`config.mk`:
```
export PLATFORM = sky130hd
export DESIGN_NAME = board_io_conditioner_flat
export DESIGN_NICKNAME = d
export VERILOG_FILES = /design/src/rtl/board_io_conditioner_if.sv /design/src/rtl/board_io_conditioner.sv /design/src/flat_wrapper.sv
export SDC_FILE = /design/constraint.sdc
export NUM_CORES = 1
export LEC_CHECK = 0
export ABC_AREA = 1
export BUFFER_PORTS_ARGS = -buffer_cell sky130_fd_sc_hd__buf_2
export CORE_AREA = 2 2 155 157
export CTS_CLUSTER_DIAMETER = 200
export DETAILED_ROUTE_END_ITERATION = 7
export DIE_AREA = 0 0 157 159
export PLACE_DENSITY = 0.77
export SLEW_MARGIN = 10
export SYNTH_ARGS = -nofsm -noshare
export SYNTH_HDL_FRONTEND = slang
export SYNTH_SLANG_ARGS = --single-unit
```
`constraint.sdc`:
```
create_clock -name clk_sys_i -period 15.9 [get_ports clk_sys_i]
set_input_delay 2.385 -clock clk_sys_i [delete_from_list [all_inputs] [get_ports clk_sys_i]]
set_output_delay 2.385 -clock clk_sys_i [all_outputs]
set_load 0.05 [all_outputs]
```
`src/rtl/board_io_conditioner_if.sv`:
```
// board_io_conditioner_if: pin inputs, IRQ control and conditioned outputs for board_io_conditioner
interface board_io_conditioner_if #(
  parameter int NumInputs = 13
);
  logic [NumInputs-1:0] pins_i;
  logic [NumInputs-1:0] irq_en_i;
  logic                 irq_clr_i;
  logic [NumInputs-1:0] level_o;
  logic [NumInputs-1:0] rise_o;
  logic [NumInputs-1:0] fall_o;
  logic                 irq_o;
  logic                 rst_out_no;
  logic                 por_done_o;
  modport master (
    output pins_i, irq_en_i, irq_clr_i,
    input  level_o, rise_o, fall_o, irq_o, rst_out_no, por_done_o
  );
  modport slave (
    input  pins_i, irq_en_i, irq_clr_i,
    output level_o, rise_o, fall_o, irq_o, rst_out_no, por_done_o
  );
endinterface

```
`src/rtl/board_io_conditioner.sv`:
```
// board_io_conditioner: synchronise, normalise and debounce board pins; events, sticky irq, por sequencer
module board_io_conditioner #(
  parameter int                   NumInputs      = 13,
  parameter logic [NumInputs-1:0] ActiveLowMask  = {NumInputs{1'b1}},
  parameter int                   SyncStages     = 2,
  parameter int                   DebounceCycles = 50000,
  parameter int                   RstHoldCycles  = 200,
  parameter int                   RstBtnIdx      = 0
) (
  input logic                    clk_sys_i,
  input logic                    rst_sys_i,
  board_io_conditioner_if.slave  io
);
  localparam int CW = $clog2(DebounceCycles + 1);
  localparam int HW = $clog2(RstHoldCycles + 1);
  localparam logic [CW-1:0] CntMax  = CW'(DebounceCycles - 1);
  localparam logic [HW-1:0] HoldMax = HW'(RstHoldCycles);
  logic [NumInputs-1:0] sync_q [SyncStages];
  logic [NumInputs-1:0] s, upd, level_q, level_d, rise_q, fall_q;
  logic [CW-1:0]        cnt_q [NumInputs];
  logic [CW-1:0]        cnt_d [NumInputs];
  logic [HW-1:0]        hold_q, hold_d;
  logic                 irq_q, por_done_q, rst_out_q;
  // Debounce: a channel flips only after DebounceCycles consecutive disagreeing cycles
  always_comb begin
    s = sync_q[SyncStages-1] ^ ActiveLowMask;
    upd = '0;
    for (int i = 0; i < NumInputs; i++) begin
      upd[i] = (s[i] != level_q[i]) && (cnt_q[i] == CntMax);
      cnt_d[i] = (s[i] == level_q[i] || upd[i]) ? '0 : cnt_q[i] + 1'b1;
    end
    level_d = level_q ^ upd;
    hold_d = (hold_q == HoldMax) ? hold_q : hold_q + 1'b1;
  end
  // All state: sync chain, debounced levels, events, sticky irq and the reset sequencer
  always_ff @(posedge clk_sys_i or posedge rst_sys_i) begin
    if (rst_sys_i) begin
      for (int k = 0; k < SyncStages; k++) sync_q[k] <= ActiveLowMask;
      for (int i = 0; i < NumInputs; i++) cnt_q[i] <= '0;
      level_q    <= '0;
      rise_q     <= '0;
      fall_q     <= '0;
      irq_q      <= 1'b0;
      hold_q     <= '0;
      por_done_q <= 1'b0;
      rst_out_q  <= 1'b0;
    end else begin
      sync_q[0] <= io.pins_i;
      for (int k = 1; k < SyncStages; k++) sync_q[k] <= sync_q[k-1];
      for (int i = 0; i < NumInputs; i++) cnt_q[i] <= cnt_d[i];
      level_q    <= level_d;
      rise_q     <= upd & s;
      fall_q     <= upd & ~s;
      irq_q      <= (|((rise_q | fall_q) & io.irq_en_i)) | (irq_q & ~io.irq_clr_i);
      hold_q     <= hold_d;
      por_done_q <= (hold_d == HoldMax);
      rst_out_q  <= por_done_q & ~level_q[RstBtnIdx];
    end
  end
  assign io.level_o    = level_q;
  assign io.rise_o     = rise_q;
  assign io.fall_o     = fall_q;
  assign io.irq_o      = irq_q;
  assign io.rst_out_no = rst_out_q;
  assign io.por_done_o = por_done_q;
endmodule

```
`src/flat_wrapper.sv`:
```
// flat-port wrapper written by rule: the top's interface ports become plain ports
module board_io_conditioner_flat 
#(
  parameter int                   NumInputs      = 13,
  parameter logic [NumInputs-1:0] ActiveLowMask  = {NumInputs{1'b1}},
  parameter int                   SyncStages     = 2,
  parameter int                   DebounceCycles = 50000,
  parameter int                   RstHoldCycles  = 200,
  parameter int                   RstBtnIdx      = 0
)
  (clk_sys_i, rst_sys_i, io_pins_i, io_irq_en_i, io_irq_clr_i, io_level_o, io_rise_o, io_fall_o, io_irq_o, io_rst_out_no, io_por_done_o);
  board_io_conditioner_if #(.NumInputs(NumInputs)) io_i ();
  input logic clk_sys_i;
  input logic rst_sys_i;
  input wire logic [$bits(io_i.pins_i)-1:0] io_pins_i;
  input wire logic [$bits(io_i.irq_en_i)-1:0] io_irq_en_i;
  input wire logic [$bits(io_i.irq_clr_i)-1:0] io_irq_clr_i;
  output wire logic [$bits(io_i.level_o)-1:0] io_level_o;
  output wire logic [$bits(io_i.rise_o)-1:0] io_rise_o;
  output wire logic [$bits(io_i.fall_o)-1:0] io_fall_o;
  output wire logic [$bits(io_i.irq_o)-1:0] io_irq_o;
  output wire logic [$bits(io_i.rst_out_no)-1:0] io_rst_out_no;
  output wire logic [$bits(io_i.por_done_o)-1:0] io_por_done_o;
  assign io_i.pins_i = io_pins_i;
  assign io_i.irq_en_i = io_irq_en_i;
  assign io_i.irq_clr_i = io_irq_clr_i;
  assign io_level_o = io_i.level_o;
  assign io_rise_o = io_i.rise_o;
  assign io_fall_o = io_i.fall_o;
  assign io_irq_o = io_i.irq_o;
  assign io_rst_out_no = io_i.rst_out_no;
  assign io_por_done_o = io_i.por_done_o;
  board_io_conditioner #(.NumInputs(NumInputs), .ActiveLowMask(ActiveLowMask), .SyncStages(SyncStages), .DebounceCycles(DebounceCycles), .RstHoldCycles(RstHoldCycles), .RstBtnIdx(RstBtnIdx)) u_core (.clk_sys_i(clk_sys_i), .rst_sys_i(rst_sys_i), .io(io_i));
endmodule
```
==> reports/summary.txt <==
Routed Antenna Nets - 0
port bufs - 70
TritonCTS buffer count - 30
Final Hold Fails - 0
Setup WS pre-CTS - 10.71 ns
core footprint - 0.0232 mm^2
syn nets - 1835
FF-to-FF path depth - 6
Setup TNS Final - 0 ns
WL/cell - 12.7 um
Root Driver - clkbuf_16
Setup Fix Bufs, Post-CTS - 0
Sink Count - 284
Worst EP arrival - 4.93 ns
DR vias - 11617
first-pass GRT wire length - 49300 um
Setup crit start kind - input pin
H-tree levels - 1
Die ar. - 0.0250 mm^2
CTS resizes - 0
initial core utilization - 61.6%
Fin Clk Skew - 0.00880 ns
GRT overflow - 0
r2r startpoint - u_core.cnt_q[0]
overall die height - 159 um
WL final - 28200 um
Power Density - 95.9 mW/mm^2
Seq cells post-synth - 284
CTS Buffer Depth - 3
clk_lat worst skew - 0.55 ns
FF-to-FF End - u_core.cnt_q[15]
Final Max Slew Viols - 0
hold_buf cts - 0
status - complete, no violations
main flop type after synthesis - dfrtp_1
FP Rows - 56
Final Power - 1530 uW
Final Non-Filler Cells - 2225
register area share after synthesis - 50.0%
final cycle utilization of the critical path - 27.7%
pin count of the biggest net entering global routing - 125
Max Cap Violations - 0
Max IR drop VDD - 85.3 uV
fillers - 1873
vias in the first global route - 11125
Max-slew headroom - 33.8%
fmax - 227 MHz
Total GRT Usage - 23.2%
Avg Inst Size Synth - 7.97 um^2
worst-margin pin slew - 0.994 ns
ys async rst share - 100%
# diodes - 0
placed instance area - 0.0149 mm^2
routability cong. - 0.887
DRT iter0 DRCs - 697
post-synthesis cell count - 1791
nets - 1926
IO Pins - 71
CTS tree - done
placed cells - 2169
Worst Setup SP - rst_sys_i
Crit. End Element - async pin
proportion of layout cells with a drive suffix above 1 - 12.9%
design area - 0.0160 mm^2
synthesized area - 0.0143 mm^2
area grow syn2layout - 11.9%
Post-synth EDFFs - 0
initial antenna violation count - 1
min cycle time layout - 4.40 ns
Required @ worst endpoint - 16.43 ns
Pre-Repair DR Iteration Count - 5
DPL Wire Length - 20000 um
Critical Path Sink - u_core.cnt_q[98]
setup violators final - 0
Via density - 5.22
critical path class - in -> async
Post-route DRC - 0
final worst setup slack - 11.50 ns
Die X - 157 um
yosys warns - 0
clk slew on worst S/H paths - 0.06 ns
internal reg-to-reg setup slack - 14.24 ns
Pleak - 0.00718 uW
RSZ-0062 raised after global routing - no
Max FO, Critical Path - 124
Distinct cells, synth - 33
worst min path class - reg -> reg
power breakdown:
part	internal, uW	switching (uW)
sequential	737	9.17
clock	455	285
combinational	12.8	33.9
total	1200	328
Yosys cell counts (2+ instances only):
| master | n | area, um^2 |
|---|---|---|
| a21oi_1 | 35 | 175 |
| buf_4 | 4 | 30.0 |
| buf_6 | 7 | 78.8 |
| buf_8 | 2 | 30.0 |
| dfrtp_1 | 258 | 6460 |
| dfstp_2 | 26 | 683 |
| ha_1 | 15 | 188 |
| inv_1 | 217 | 815 |
| inv_2 | 6 | 22.5 |
| nand2_1 | 356 | 1340 |
| nand2_2 | 30 | 188 |
| nand2_4 | 7 | 78.8 |
| nand3_1 | 106 | 531 |
| nand3_2 | 3 | 30.0 |
| nand4_1 | 63 | 394 |
| nor2_1 | 367 | 1380 |
| nor2_2 | 19 | 119 |
| nor2_4 | 12 | 135 |
| nor3_1 | 106 | 531 |
| nor3_2 | 9 | 90.1 |
| nor3_4 | 2 | 32.5 |
| o21ai_0 | 64 | 320 |
| o21bai_1 | 21 | 158 |
| or2_2 | 3 | 18.8 |
| xnor2_1 | 12 | 105 |
| xor2_1 | 34 | 298 |
registers in the layout (all words and copies together), names as in the netlist, named ones only:
signal	flops
u_core.cnt_q	208
u_core.sync_q	26
u_core.io.fall_o	13
u_core.io.rise_o	13
u_core.hold_q	8
u_core.io.irq_o	1
u_core.io.por_done_o	1
u_core.io.rst_out_no	1
per-stage QoR:
step                      util (%)  hold WS [ns]
after floorplan                  -         0.345
after global placement        64.3         0.346
after detailed placement      64.3         0.347
after CTS                     68.9         0.356
after global routing          68.9         0.361
final                         68.9         0.355
cell usage in the layout, fill, tap and decap left out, types with 35 or more instances in the layout:
master	synthesis	final
nand2_1	356	356
nor2_1	367	367
nand3_1	106	106
a21oi_1	35	35
nor3_1	106	106
inv_1	217	216
o21ai_0	64	64
nand4_1	63	63
dfrtp_1	258	258
buf_2	0	70
how the worst min path moves through the flow:
stage,start,end,slack [ns],cells past startpoint
after floorplan,u_core.sync_q[13],u_core.sync_q[0],0.35,0
after global placement,u_core.sync_q[24],u_core.sync_q[11],0.35,0
after detailed placement,u_core.sync_q[24],u_core.sync_q[11],0.35,0
after CTS,u_core.sync_q[24],u_core.sync_q[11],0.36,0
after global routing,u_core.sync_q[19],u_core.sync_q[6],0.36,0
final,u_core.sync_q[13],u_core.sync_q[0],0.35,0
area by class of cell:
type,count,area (um^2),area share (%)
Clock buffer,38,842,5.27
Tap cell,319,399,2.50
Timing Repair Buffer,72,365,2.28
Multi-Input combinational cell,1271,6170,38.6
Clock inverter,18,231,1.45
Sequential cell,284,7140,44.7
Inverter,223,845,5.28
logic make-up after synthesis:
kind of cell | count (synthesis) | share of synthesized area [%]
adders and majority gates | 15 | 1.31
AOI/OAI and AO/OA | 123 | 4.72
DFF | 284 | 50.0
buffers and inverters | 236 | 6.83
and+or+nand+nor | 1087 | 34.3
xor gates and xnor gates | 46 | 2.82
worst max-delay path: stages:
cell,delay (ns)
buf_2,0.13
inv_8,0.55
buf_4,0.88
buf_4,0.90
metal layers:
layer	wire (um)	GRT usage [%]
met5	0	0
met1	12700	31.9
met2	13700	38.8
met3	1120	2.80
met4	728	7.26
(Power assumes the default switching activity.)
